$ cat config.mk
export PLATFORM = sky130hd
export DESIGN_NAME = tetris_input_conditioner_flat
export DESIGN_NICKNAME = d
export VERILOG_FILES = /design/src/rtl/tetris_input_conditioner_if.sv /design/src/rtl/tetris_input_conditioner.sv /design/src/flat_wrapper.sv
export SDC_FILE = /design/constraint.sdc
export NUM_CORES = 1
export LEC_CHECK = 0
export CORE_MARGIN = 2
export CORE_UTILIZATION = 36
export DETAILED_ROUTE_END_ITERATION = 10
export PLACE_DENSITY = 0.48
export SLEW_MARGIN = 20
export SYNTH_ARGS = -nofsm -noshare
export SYNTH_HDL_FRONTEND = slang
export SYNTH_SLANG_ARGS = --single-unit
export TNS_END_PERCENT = 5
$ cat constraint.sdc
create_clock -name clock -period 3.15 [get_ports clock]
set_clock_uncertainty 0.05 [all_clocks]
set_input_delay 0.7875 -clock clock [delete_from_list [all_inputs] [get_ports clock]]
set_output_delay 0.7875 -clock clock [all_outputs]
set_load 0.02 [all_outputs]
$ cat src/rtl/tetris_input_conditioner_if.sv
// Command handshake between the input conditioner and the grid controller.
interface tetris_input_conditioner_if;
   logic [3:0] cmd;
   logic       cmd_valid;
   logic       cmd_ready;

   modport master (output cmd, output cmd_valid, input cmd_ready);
   modport slave  (input cmd, input cmd_valid, output cmd_ready);
endinterface

$ cat src/rtl/tetris_input_conditioner.sv
// Synchronises and debounces the player buttons, turns presses (and held-move
// auto-repeats) into one-hot commands and offers them one at a time.
module tetris_input_conditioner #(
   parameter int unsigned DEBOUNCE_CYCLES = 50000,
   parameter int unsigned REPEAT_DELAY    = 15000000,
   parameter int unsigned REPEAT_RATE     = 5000000,
   parameter int unsigned CNT_W           = 24
) (
   input  logic                        clock,
   input  logic                        reset,
   input  logic [3:0]                  btn_raw,
   output logic [3:0]                  btn_level,
   tetris_input_conditioner_if.master  cmd_bus
);

   localparam int unsigned NB = 4;
   localparam int unsigned NR = 3;
   localparam logic [CNT_W-1:0] DB_LAST = CNT_W'(DEBOUNCE_CYCLES - 1);
   localparam logic [CNT_W-1:0] RD_LAST = CNT_W'(REPEAT_DELAY - 1);
   localparam logic [CNT_W-1:0] RR_LAST = CNT_W'(REPEAT_RATE - 1);

   typedef enum logic {IDLE, OFFER} state_t;

   logic [NB-1:0]    sync1, sync2;
   logic [CNT_W-1:0] db_cnt [NB];
   logic [NB-1:0]    level_q;
   logic [NB-1:0]    press_evt;
   logic [CNT_W-1:0] rpt_cnt [NR];
   logic [NR-1:0]    rpt_first;
   logic [NR-1:0]    rpt_evt;
   logic [NB-1:0]    events;
   logic [NB-1:0]    pend, pend_n;
   logic [NB-1:0]    clr, hold, top;
   logic [NB-1:0]    cmd_q, cmd_n;
   logic             valid_q, valid_n;
   state_t           state, state_n;

   // Highest-priority set bit: rotate > left > right > down.
   function automatic logic [3:0] pick_top(input logic [3:0] m);
      if (m[3])      return 4'b1000;
      else if (m[2]) return 4'b0100;
      else if (m[1]) return 4'b0010;
      else if (m[0]) return 4'b0001;
      else           return 4'b0000;
   endfunction

   // Two-flop synchroniser for the asynchronous buttons.
   always_ff @(posedge clock) begin
      if (reset) begin
         sync1 <= '0;
         sync2 <= '0;
      end else begin
         sync1 <= btn_raw;
         sync2 <= sync1;
      end
   end

   // Per-bit debounce: level follows the synced input after DEBOUNCE_CYCLES of disagreement.
   always_ff @(posedge clock) begin
      if (reset) begin
         btn_level <= '0;
         for (int unsigned i = 0; i < NB; i++) db_cnt[i] <= '0;
      end else begin
         for (int unsigned i = 0; i < NB; i++) begin
            if (sync2[i] == btn_level[i]) begin
               db_cnt[i] <= '0;
            end else if (db_cnt[i] == DB_LAST) begin
               btn_level[i] <= sync2[i];
               db_cnt[i]    <= '0;
            end else begin
               db_cnt[i] <= db_cnt[i] + CNT_W'(1);
            end
         end
      end
   end

   // Delayed level copy used for rising-edge (press) detection.
   always_ff @(posedge clock) begin
      if (reset) level_q <= '0;
      else       level_q <= btn_level;
   end

   // Press events and auto-repeat events for the three move buttons.
   always_comb begin
      press_evt = btn_level & ~level_q;
      rpt_evt   = '0;
      for (int unsigned i = 0; i < NR; i++) begin
         rpt_evt[i] = btn_level[i] && !press_evt[i] &&
                      (rpt_cnt[i] == (rpt_first[i] ? RD_LAST : RR_LAST));
      end
      events = press_evt | {1'b0, rpt_evt};
   end

   // Repeat timers: restart on press, run while held, clear on release.
   always_ff @(posedge clock) begin
      if (reset) begin
         rpt_first <= '1;
         for (int unsigned i = 0; i < NR; i++) rpt_cnt[i] <= '0;
      end else begin
         for (int unsigned i = 0; i < NR; i++) begin
            if (press_evt[i] || !btn_level[i]) begin
               rpt_cnt[i]   <= '0;
               rpt_first[i] <= 1'b1;
            end else if (rpt_evt[i]) begin
               rpt_cnt[i]   <= '0;
               rpt_first[i] <= 1'b0;
            end else begin
               rpt_cnt[i] <= rpt_cnt[i] + CNT_W'(1);
            end
         end
      end
   end

   // Offer FSM next-state, next command and pending-mask update.
   // A command still waiting on the bus counts as pending, so repeat presses of it merge.
   always_comb begin
      state_n = state;
      cmd_n   = cmd_q;
      clr     = '0;
      hold    = '0;
      top     = pick_top(pend);
      case (state)
         IDLE: begin
            if (pend != '0) begin
               state_n = OFFER;
               cmd_n   = top;
               clr     = top;
            end
         end
         OFFER: begin
            if (cmd_bus.cmd_ready) begin
               if (pend != '0) begin
                  cmd_n = top;
                  clr   = top;
               end else begin
                  state_n = IDLE;
                  cmd_n   = '0;
               end
            end else begin
               hold = cmd_q;
            end
         end
         default: begin
            state_n = IDLE;
            cmd_n   = '0;
         end
      endcase
      pend_n  = (pend & ~clr) | (events & ~hold);
      valid_n = (state_n == OFFER);
   end

   // FSM, pending mask and registered command outputs.
   always_ff @(posedge clock) begin
      if (reset) begin
         state   <= IDLE;
         pend    <= '0;
         cmd_q   <= '0;
         valid_q <= 1'b0;
      end else begin
         state   <= state_n;
         pend    <= pend_n;
         cmd_q   <= cmd_n;
         valid_q <= valid_n;
      end
   end

   assign cmd_bus.cmd       = cmd_q;
   assign cmd_bus.cmd_valid = valid_q;

endmodule

$ cat src/flat_wrapper.sv
// flat-port wrapper written by rule: the top's interface ports become plain ports
module tetris_input_conditioner_flat 
#(
   parameter int unsigned DEBOUNCE_CYCLES = 50000,
   parameter int unsigned REPEAT_DELAY    = 15000000,
   parameter int unsigned REPEAT_RATE     = 5000000,
   parameter int unsigned CNT_W           = 24
)
  (clock, reset, btn_raw, btn_level, cmd_bus_cmd, cmd_bus_cmd_valid, cmd_bus_cmd_ready);
  tetris_input_conditioner_if cmd_bus_i ();
  input  logic clock;
  input  logic reset;
  input  logic [3:0] btn_raw;
  output logic [3:0] btn_level;
  output wire logic [$bits(cmd_bus_i.cmd)-1:0] cmd_bus_cmd;
  output wire logic [$bits(cmd_bus_i.cmd_valid)-1:0] cmd_bus_cmd_valid;
  input wire logic [$bits(cmd_bus_i.cmd_ready)-1:0] cmd_bus_cmd_ready;
  assign cmd_bus_cmd = cmd_bus_i.cmd;
  assign cmd_bus_cmd_valid = cmd_bus_i.cmd_valid;
  assign cmd_bus_i.cmd_ready = cmd_bus_cmd_ready;
  tetris_input_conditioner #(.DEBOUNCE_CYCLES(DEBOUNCE_CYCLES), .REPEAT_DELAY(REPEAT_DELAY), .REPEAT_RATE(REPEAT_RATE), .CNT_W(CNT_W)) u_core (.clock(clock), .reset(reset), .btn_raw(btn_raw), .btn_level(btn_level), .cmd_bus(cmd_bus_i));
endmodule
-- Word level (Yosys, flattened, before mapping)
Memory sizes are Yosys's and may differ from the RTL's.
Cells that the tools add are included.
- memory bits (writable): 168
- logic and storage cells: 211
- memories: 2
- latch bits: 0
- input port bits: 7
- register bits: 28
- ROM bits: 0
- output and inout bits: 9
- multiplexer cells: 118
- equal/unequal tests: 13
- $lt $le $gt $ge: 0
- multiply operators: 0
- divide/modulo/power cells: 0
- add/sub/neg operators: 7
- shift-type cells: 0
- bitwise operators: 34
- reduce and logical (&&, ||, !) cells: 24
- memory list (name ; depth ; width ; rd ports ; clocked after memory_dff ; write ports ; RTL line ; source):
    u_core.db_cnt ; 4 ; 24 ; 4 ; 0 ; 4 ; tetris_input_conditioner.sv:25 ; logic [CNT_W-1:0] db_cnt [NB];
    u_core.rpt_cnt ; 3 ; 24 ; 3 ; 0 ; 3 ; tetris_input_conditioner.sv:28 ; logic [CNT_W-1:0] rpt_cnt [NR];
- operators by type and width (kind ; number):
    $mux W24 ; 24
    $add A24 B1 Y24 const B ; 7
    $eq A24 B16 Y1 const B ; 4
    $mux W1 ; 82
    $eq A24 B24 Y1 ; 3
    $mux W4 ; 9
    $or A1 B1 Y1 ; 21
    $pmux W4 S2 ; 2
    $and A4 B4 Y4 ; 3
    $not A4 Y4 ; 3
    $reduce_and A2 Y1 ; 5
    $logic_and A1 B1 Y1 ; 6
    $logic_not A1 Y1 ; 6
    $reduce_or A2 Y1 ; 3
    $not A1 Y1 ; 5
    $eq A1 B1 Y1 ; 4
    $or A4 B3 Y4 ; 1
    $or A4 B4 Y4 ; 1
    $reduce_bool A4 Y1 ; 1
    $logic_or A1 B1 Y1 ; 3
    $ne A2 B1 Y1 const B ; 1
    $ne A2 B2 Y1 const B ; 1
    $pmux W1 S2 ; 1

-- Logic depth before layout (Yosys ltp)
Gate-level depths: netlist of the first run.
- depth after elaboration: 11
- mapped depth: 7
- mapped depth without buffers: 5

-- Least setup slack after synthesis of the first run
No wires, ideal clock.
- path type: reg-to-reg
- start: memory u_core.db_cnt[0][0]
- end: memory u_core.db_cnt[0][10], data pin
- path slack: 0.941 ns
- required time: 2.843 ns
- period minus slack after synthesis: 2.209 ns
- buffers on the path: 1
- cell stages (with the launch flop): 7
- arrival time: 1.903 ns
- setup time: 0.257 ns
- cells stage by stage: edfxtp_1 ha_1 nand3_1 or4_1 o21ai_1 buf_2 nor2_1
- RTL lines (what ; RTL line):
    start, declared ; tetris_input_conditioner.sv:25

==> impl_metrics.env, run 1 <==
export IMPL_critical_path_peak_fanout=24
export IMPL_place_gp_congestion=0.765
export IMPL_yosysUniqueCellTypes=65
export IMPL_crit_path_start_kind="register"
export IMPL_nNetsFinal=1243
export IMPL_worst_setup_path_type="register to register"
export IMPL_final_hold_violation_count=0
export IMPL_first_iter_violations=515
export IMPL_io_buffers=15
export IMPL_cts_max_level=4
export IMPL_synth_flop_cell="edfxtp_1"
export IMPL_crit_arrival_ns=2.84
export IMPL_syn_area_per_cell_um2=10.2
export IMPL_drive_gt1_frac=0.0596
export IMPL_hold_buffers=0
export IMPL_antenna_found_initial=0
export IMPL_netlist_area_mm2=0.0108
export IMPL_ant_nets=0
export IMPL_first_pass_iters=4
export IMPL_grt_pass1_wl_um=37700
export IMPL_slew_headroom=0.314
export IMPL_die_h_um=177
export IMPL_rsz0062_at_grt="no"
export IMPL_holdWs_ns=0.381
export IMPL_io_pins=16
export IMPL_synth_area_leaders="edfxtp_1 (47%), dfxtp_1 (5.2%), xnor2_1 (4.9%), nor2_1 (3.8%), a21oi_1 (2.9%)"
export IMPL_grt_max_degree=26
export IMPL_post_cts_buffers=0
export IMPL_fillers=2925
export IMPL_grt_overflow=0
export IMPL_syn_inst=1056
export IMPL_synth_largest_area_cell="edfxtp_1"
export IMPL_power_w=0.00538
export IMPL_synth_yosys_seq_area_share=0.521
export IMPL_vias=8092
export IMPL_worstPathRequired_ns=3.25
export IMPL_clk_pin_slew_ns=0.08
export IMPL_setup_viol=0
export IMPL_area_growth_pct=16.3
export IMPL_power_per_cell_area_mw_per_mm2=430
export IMPL_worst_pin_slew_ns=1.03
export IMPL_status="finished, final reports clean"
export IMPL_synth_edf_count=168
export IMPL_fmax_ghz=0.364
export IMPL_clock_sinks=196
export IMPL_grt_pass1_vias=7639
export IMPL_clock_latency_ns=0.44
export IMPL_post_cts_resized=0
export IMPL_core_area_mm2=0.0296
export IMPL_die_x_um=177
export IMPL_dp_hpwl_um=15300
export IMPL_ys_ff_latch=196
export IMPL_final_setup_tns_ns=0
export IMPL_grt_usage=0.147
export IMPL_synth_warnings=0
export IMPL_rows=63
export IMPL_min_period_over_period=0.871
export IMPL_numCtsBuffers=17
export IMPL_cts_root_buf="clkbuf_16"
export IMPL_die_area_mm2=0.0313
export IMPL_ir_worst_vdd_mv=0.276
export IMPL_hold_path_class="register to register"
export IMPL_wirelength_um=21900
export IMPL_critPathCaptureType="register"
export IMPL_detail_route_vias_per_cell=4.96
export IMPL_ctsLongestPathBuffers=2
export IMPL_maxCapViolations=0
export IMPL_power_leakage_nw=4.00
export IMPL_wl_per_cell_um=13.4
export IMPL_drc=0
export IMPL_slew_viol_final=0
export IMPL_n_antenna_cell=0
export IMPL_initial_utilization=0.364
export IMPL_layout_min_cycle_time_ns=2.74
export IMPL_tritoncts="yes"
export IMPL_async_flop_share=0
export IMPL_synth_top_area_share=0.469
kinds of logic after synthesis:
| group | after synthesis | share of synthesized area |
|---|---|---|
| adders and majority gates | 7 | 0.00814 |
| buffers and inverters | 79 | 0.0306 |
| DFF | 196 | 0.521 |
| and+or+nand+nor | 507 | 0.265 |
| other | 1 | 0.000348 |
| xor gates and xnor gates | 91 | 0.0740 |
| AOI/OAI and AO/OA | 175 | 0.101 |
path summary, 6_finish.rpt:
check / from / endpoint / slack (ns) / depth (start not counted)
worst max-delay path: u_core.db_cnt[1][10] / u_core.db_cnt[1][9] / 0.41 / 4
worst min-delay path: u_core.sync1[0] / u_core.sync2[0] / 0.38 / 1
worst max register to register: u_core.db_cnt[1][10] / u_core.db_cnt[1][9] / 0.41 / 4
worst min register to register: u_core.sync1[0] / u_core.sync2[0] / 0.38 / 1
sequential cells by signal, summed over array words and instances, names as in the netlist:
signal                    count
u_core.db_cnt                96
u_core.rpt_cnt               72
u_core.btn_level              4
u_core.cmd_bus.cmd            4
u_core.level_q                4
u_core.pend                   4
u_core.sync1                  4
u_core.sync2                  4
u_core.rpt_first              3
u_core.cmd_bus.cmd_valid      1
stage by stage:
stage	utilization	std cells	cell area, µm²	worst slack, ns
CTS	0.423	1632	12500	0.358
floorplan	-	1223	11400	0.941
detailed placement	0.404	1600	11900	0.363
global placement	0.404	1600	11900	0.365
global route	0.423	1632	12500	0.148
finish	0.423	1632	12500	0.405
area by class of cell:
type | count | area, µm² | share of cell area
clock buffer | 19 | 453 | 0.0362
clock inverter | 13 | 123 | 0.00980
inverter | 39 | 146 | 0.0117
multi-input combinational | 948 | 5460 | 0.436
sequential | 196 | 5610 | 0.448
tap | 390 | 488 | 0.0390
timing repair buffer | 27 | 240 | 0.0192
Yosys cell counts, types with 3 or more instances:
library cell  number
nor4_1            32
clkbuf_1          22
nor3_1            36
nor2b_1           14
xor2_1            31
or4_4              3
nor4b_1            6
a211oi_1           9
and4_1            17
ha_1               7
nand4_2            3
and3_1             8
nand3_1           55
o41ai_1            3
nor4bb_1           3
edfxtp_1         168
or3_1             48
nor2_1           109
buf_2             12
o21ai_1            3
xnor2_1           60
and3b_1            3
or2_2              7
a22oi_1            5
a31o_2             3
nand4_1           40
o31ai_1           26
inv_1             39
dfxtp_1           28
and2_1             3
nand4b_1           3
nand2_1           63
a21oi_1           63
nand2b_1           5
or4_1             35
o21ai_0           41
power by group:
| group | internal (W) | switching [W] |
|---|---|---|
| Combinational | 0.0000851 | 0.000120 |
| Sequential | 0.00291 | 0.000121 |
| Clock | 0.00109 | 0.00106 |
per-layer routing:
| metal | GRT usage | share of wire | vias up |
|---|---|---|---|
| li1 | - | - | 4201 |
| met1 | 0.207 | 0.51 | 3814 |
| met2 | 0.234 | 0.46 | 63 |
| met3 | 0.0247 | 0.020 | 14 |
| met4 | 0.0406 | 0.010 | 0 |
| met5 | 0 | 0 | - |
cells in the final DEF (no fill, tap or decap), drive strengths merged, types with 45 or more instances in the layout:
| cell type | netlist | routed |
|---|---|---|
| conb | 1 | 168 |
| nor2 | 109 | 109 |
| a21oi | 65 | 65 |
| or3 | 48 | 48 |
| edfxtp | 168 | 168 |
| o21ai | 45 | 45 |
| xnor2 | 60 | 60 |
| nand2 | 63 | 63 |
| nand3 | 59 | 59 |
worst max-delay path, stage by stage, from the launching register on:
cell	delay [ns]
edfxtp_1	0.45
or4_1	0.52
or4_1	0.47
o21ai_2	0.84
nor2_1	0.13
Note: power is estimated with default switching activity, not from simulation.
==> inputs of run 2 (changes only) <==
--- a/config.mk
+++ b/config.mk
@@ -8,6 +8,7 @@
 export CORE_MARGIN = 2
 export CORE_UTILIZATION = 36
 export DETAILED_ROUTE_END_ITERATION = 10
+export MAX_ROUTING_LAYER = met4
 export PLACE_DENSITY = 0.48
 export SLEW_MARGIN = 20
 export SYNTH_ARGS = -nofsm -noshare
==> run 2 against run 1 <==
Sequential share of layout area is the same. Register-to-register slack is essentially flat. Power is essentially flat. Utilization is the same. First-iteration DRC count grew 9.1%. Wire length grew 0.17%. Combinational power is essentially flat.
==> impl_metrics.env, run 2 (same netlist as run 1, synthesis figures left out) <==
export IMPL_status="finished, final reports clean"
export IMPL_drive_gt1_frac=0.0596
export IMPL_post_cts_buffers=0
export IMPL_fillers=2925
export IMPL_power_per_cell_area_mw_per_mm2=430
export IMPL_min_period_over_period=0.871
export IMPL_design_area_mm2=0.0125
export IMPL_min_to="u_core.sync2[0]"
export IMPL_die_h_um=177
export IMPL_rows=63
export IMPL_final_cells=1632
export IMPL_worst_setup_path_type="register to register"
export IMPL_reg2reg_from="u_core.db_cnt[1][10]"
export IMPL_antenna_found_initial=0
export IMPL_die_x_um=177
export IMPL_layout_min_cycle_time_ns=2.74
export IMPL_numCtsBuffers=17
export IMPL_cts_root_buf="clkbuf_16"
export IMPL_place_area_mm2=0.0119
export IMPL_final_setup_tns_ns=0
export IMPL_dp_hpwl_um=15300
export IMPL_drc=0
export IMPL_cts_max_level=4
export IMPL_hp_start="u_core.sync1[0]"
export IMPL_grt_usage=0.152
export IMPL_first_pass_iters=5
export IMPL_ant_nets=0
export IMPL_largest_register="u_core.db_cnt"
export IMPL_detail_route_vias_per_cell=4.94
export IMPL_slew_headroom=0.314
export IMPL_place_gp_congestion=0.776
export IMPL_grt_overflow=0
export IMPL_placed_cells=1600
export IMPL_critPathCaptureType="register"
export IMPL_area_growth_pct=16.3
export IMPL_hold_path_class="register to register"
export IMPL_n_antenna_cell=0
export IMPL_first_iter_violations=562
export IMPL_critical_path_peak_fanout=24
export IMPL_vias=8069
export IMPL_grt_pass1_wl_um=37700
export IMPL_hold_depth=1
export IMPL_core_area_mm2=0.0296
export IMPL_wirelength_um=21900
export IMPL_crit_path_start_kind="register"
export IMPL_grt_pass1_vias=7634
export IMPL_clk_pin_slew_ns=0.08
export IMPL_timing_rr_end="u_core.db_cnt[1][9]"
export IMPL_wl_per_cell_um=13.4
export IMPL_rsz0062_at_grt="no"
export IMPL_grt_max_degree=26
export IMPL_hold_buffers=0
export IMPL_io_pins=16
export IMPL_slew_viol_final=0
export IMPL_initial_utilization=0.364
export IMPL_worstPathRequired_ns=3.25
export IMPL_r2r_cells=4
export IMPL_io_buffers=15
export IMPL_tritoncts="yes"
export IMPL_maxCapViolations=0
export IMPL_setup_viol=0
export IMPL_power_leakage_nw=4.00
export IMPL_worst_pin_slew_ns=1.03
export IMPL_ir_worst_vdd_mv=0.276
export IMPL_ctsLongestPathBuffers=2
export IMPL_crit_arrival_ns=2.84
export IMPL_fmax_ghz=0.364
export IMPL_die_area_mm2=0.0313
export IMPL_largest_register_ffs=96
export IMPL_layout_common_cells="edfxtp_1 (168), conb_1 (168), nor2_1 (109)"
export IMPL_nNetsFinal=1243
export IMPL_final_hold_violation_count=0
export IMPL_postLayoutCoreUtil=0.423
export IMPL_clock_sinks=196
export IMPL_clock_latency_ns=0.44
export IMPL_reg2reg_slack_ns=0.41
export IMPL_top_regs="u_core.db_cnt (96), u_core.rpt_cnt (72)"
export IMPL_post_cts_resized=0
==> run 2: cell counts in the layout (fill, tap and decap cells not counted) <==
No cell type changed its count.
==> run 2: critical path, stage by stage (launching register included) <==
cell and delay, ns:
edfxtp_1 0.45, or4_1 0.52, or4_1 0.47, o21ai_2 0.84, nor2_1 0.13
==> run 2: worst max path at each step <==
stage	start	end
after floorplan	u_core.db_cnt[0][0]	u_core.db_cnt[0][10]
after global placement	u_core.db_cnt[1][10]	u_core.db_cnt[1][5]
after detailed placement	u_core.db_cnt[1][10]	u_core.db_cnt[1][9]
after CTS	u_core.db_cnt[1][10]	u_core.db_cnt[1][9]
after global routing	u_core.db_cnt[1][0]	u_core.db_cnt[1][13]
final	u_core.db_cnt[1][10]	u_core.db_cnt[1][9]
==> run 2: area by class of cell <==
| type | count | area (µm²) | area share |
|---|---|---|---|
| clock buffer | 19 | 453 | 0.0362 |
| timing repair buffer | 27 | 240 | 0.0192 |
| sequential | 196 | 5610 | 0.448 |
| multi-input combinational | 948 | 5460 | 0.436 |
| inverter | 39 | 146 | 0.0117 |
| tap | 390 | 488 | 0.0390 |
| clock inverter | 13 | 123 | 0.00980 |
==> run 2: stage by stage <==
stage	hold WS, ns	total power, W	worst slack [ns]
3_3_place_gp	0.369	0.00329	0.365
6_report	0.381	0.00538	0.405
5_1_grt	0.400	0.00563	0.148
2_1_floorplan	0.364	0.00322	0.941
3_5_place_dp	0.370	0.00329	0.363
4_1_cts	0.385	0.00547	0.358
==> run 2: where the power goes <==
part | switching (W) | internal, W | total (W)
registers | 0.000121 | 0.00291 | 0.00303
logic | 0.000120 | 0.0000851 | 0.000205
clock network | 0.00106 | 0.00109 | 0.00215
==> run 2: routing by layer <==
layer,share of wire,GRT usage
met5,0,-
met4,0.0086,0.0406
met3,0.021,0.0247
met2,0.45,0.234
met1,0.52,0.208
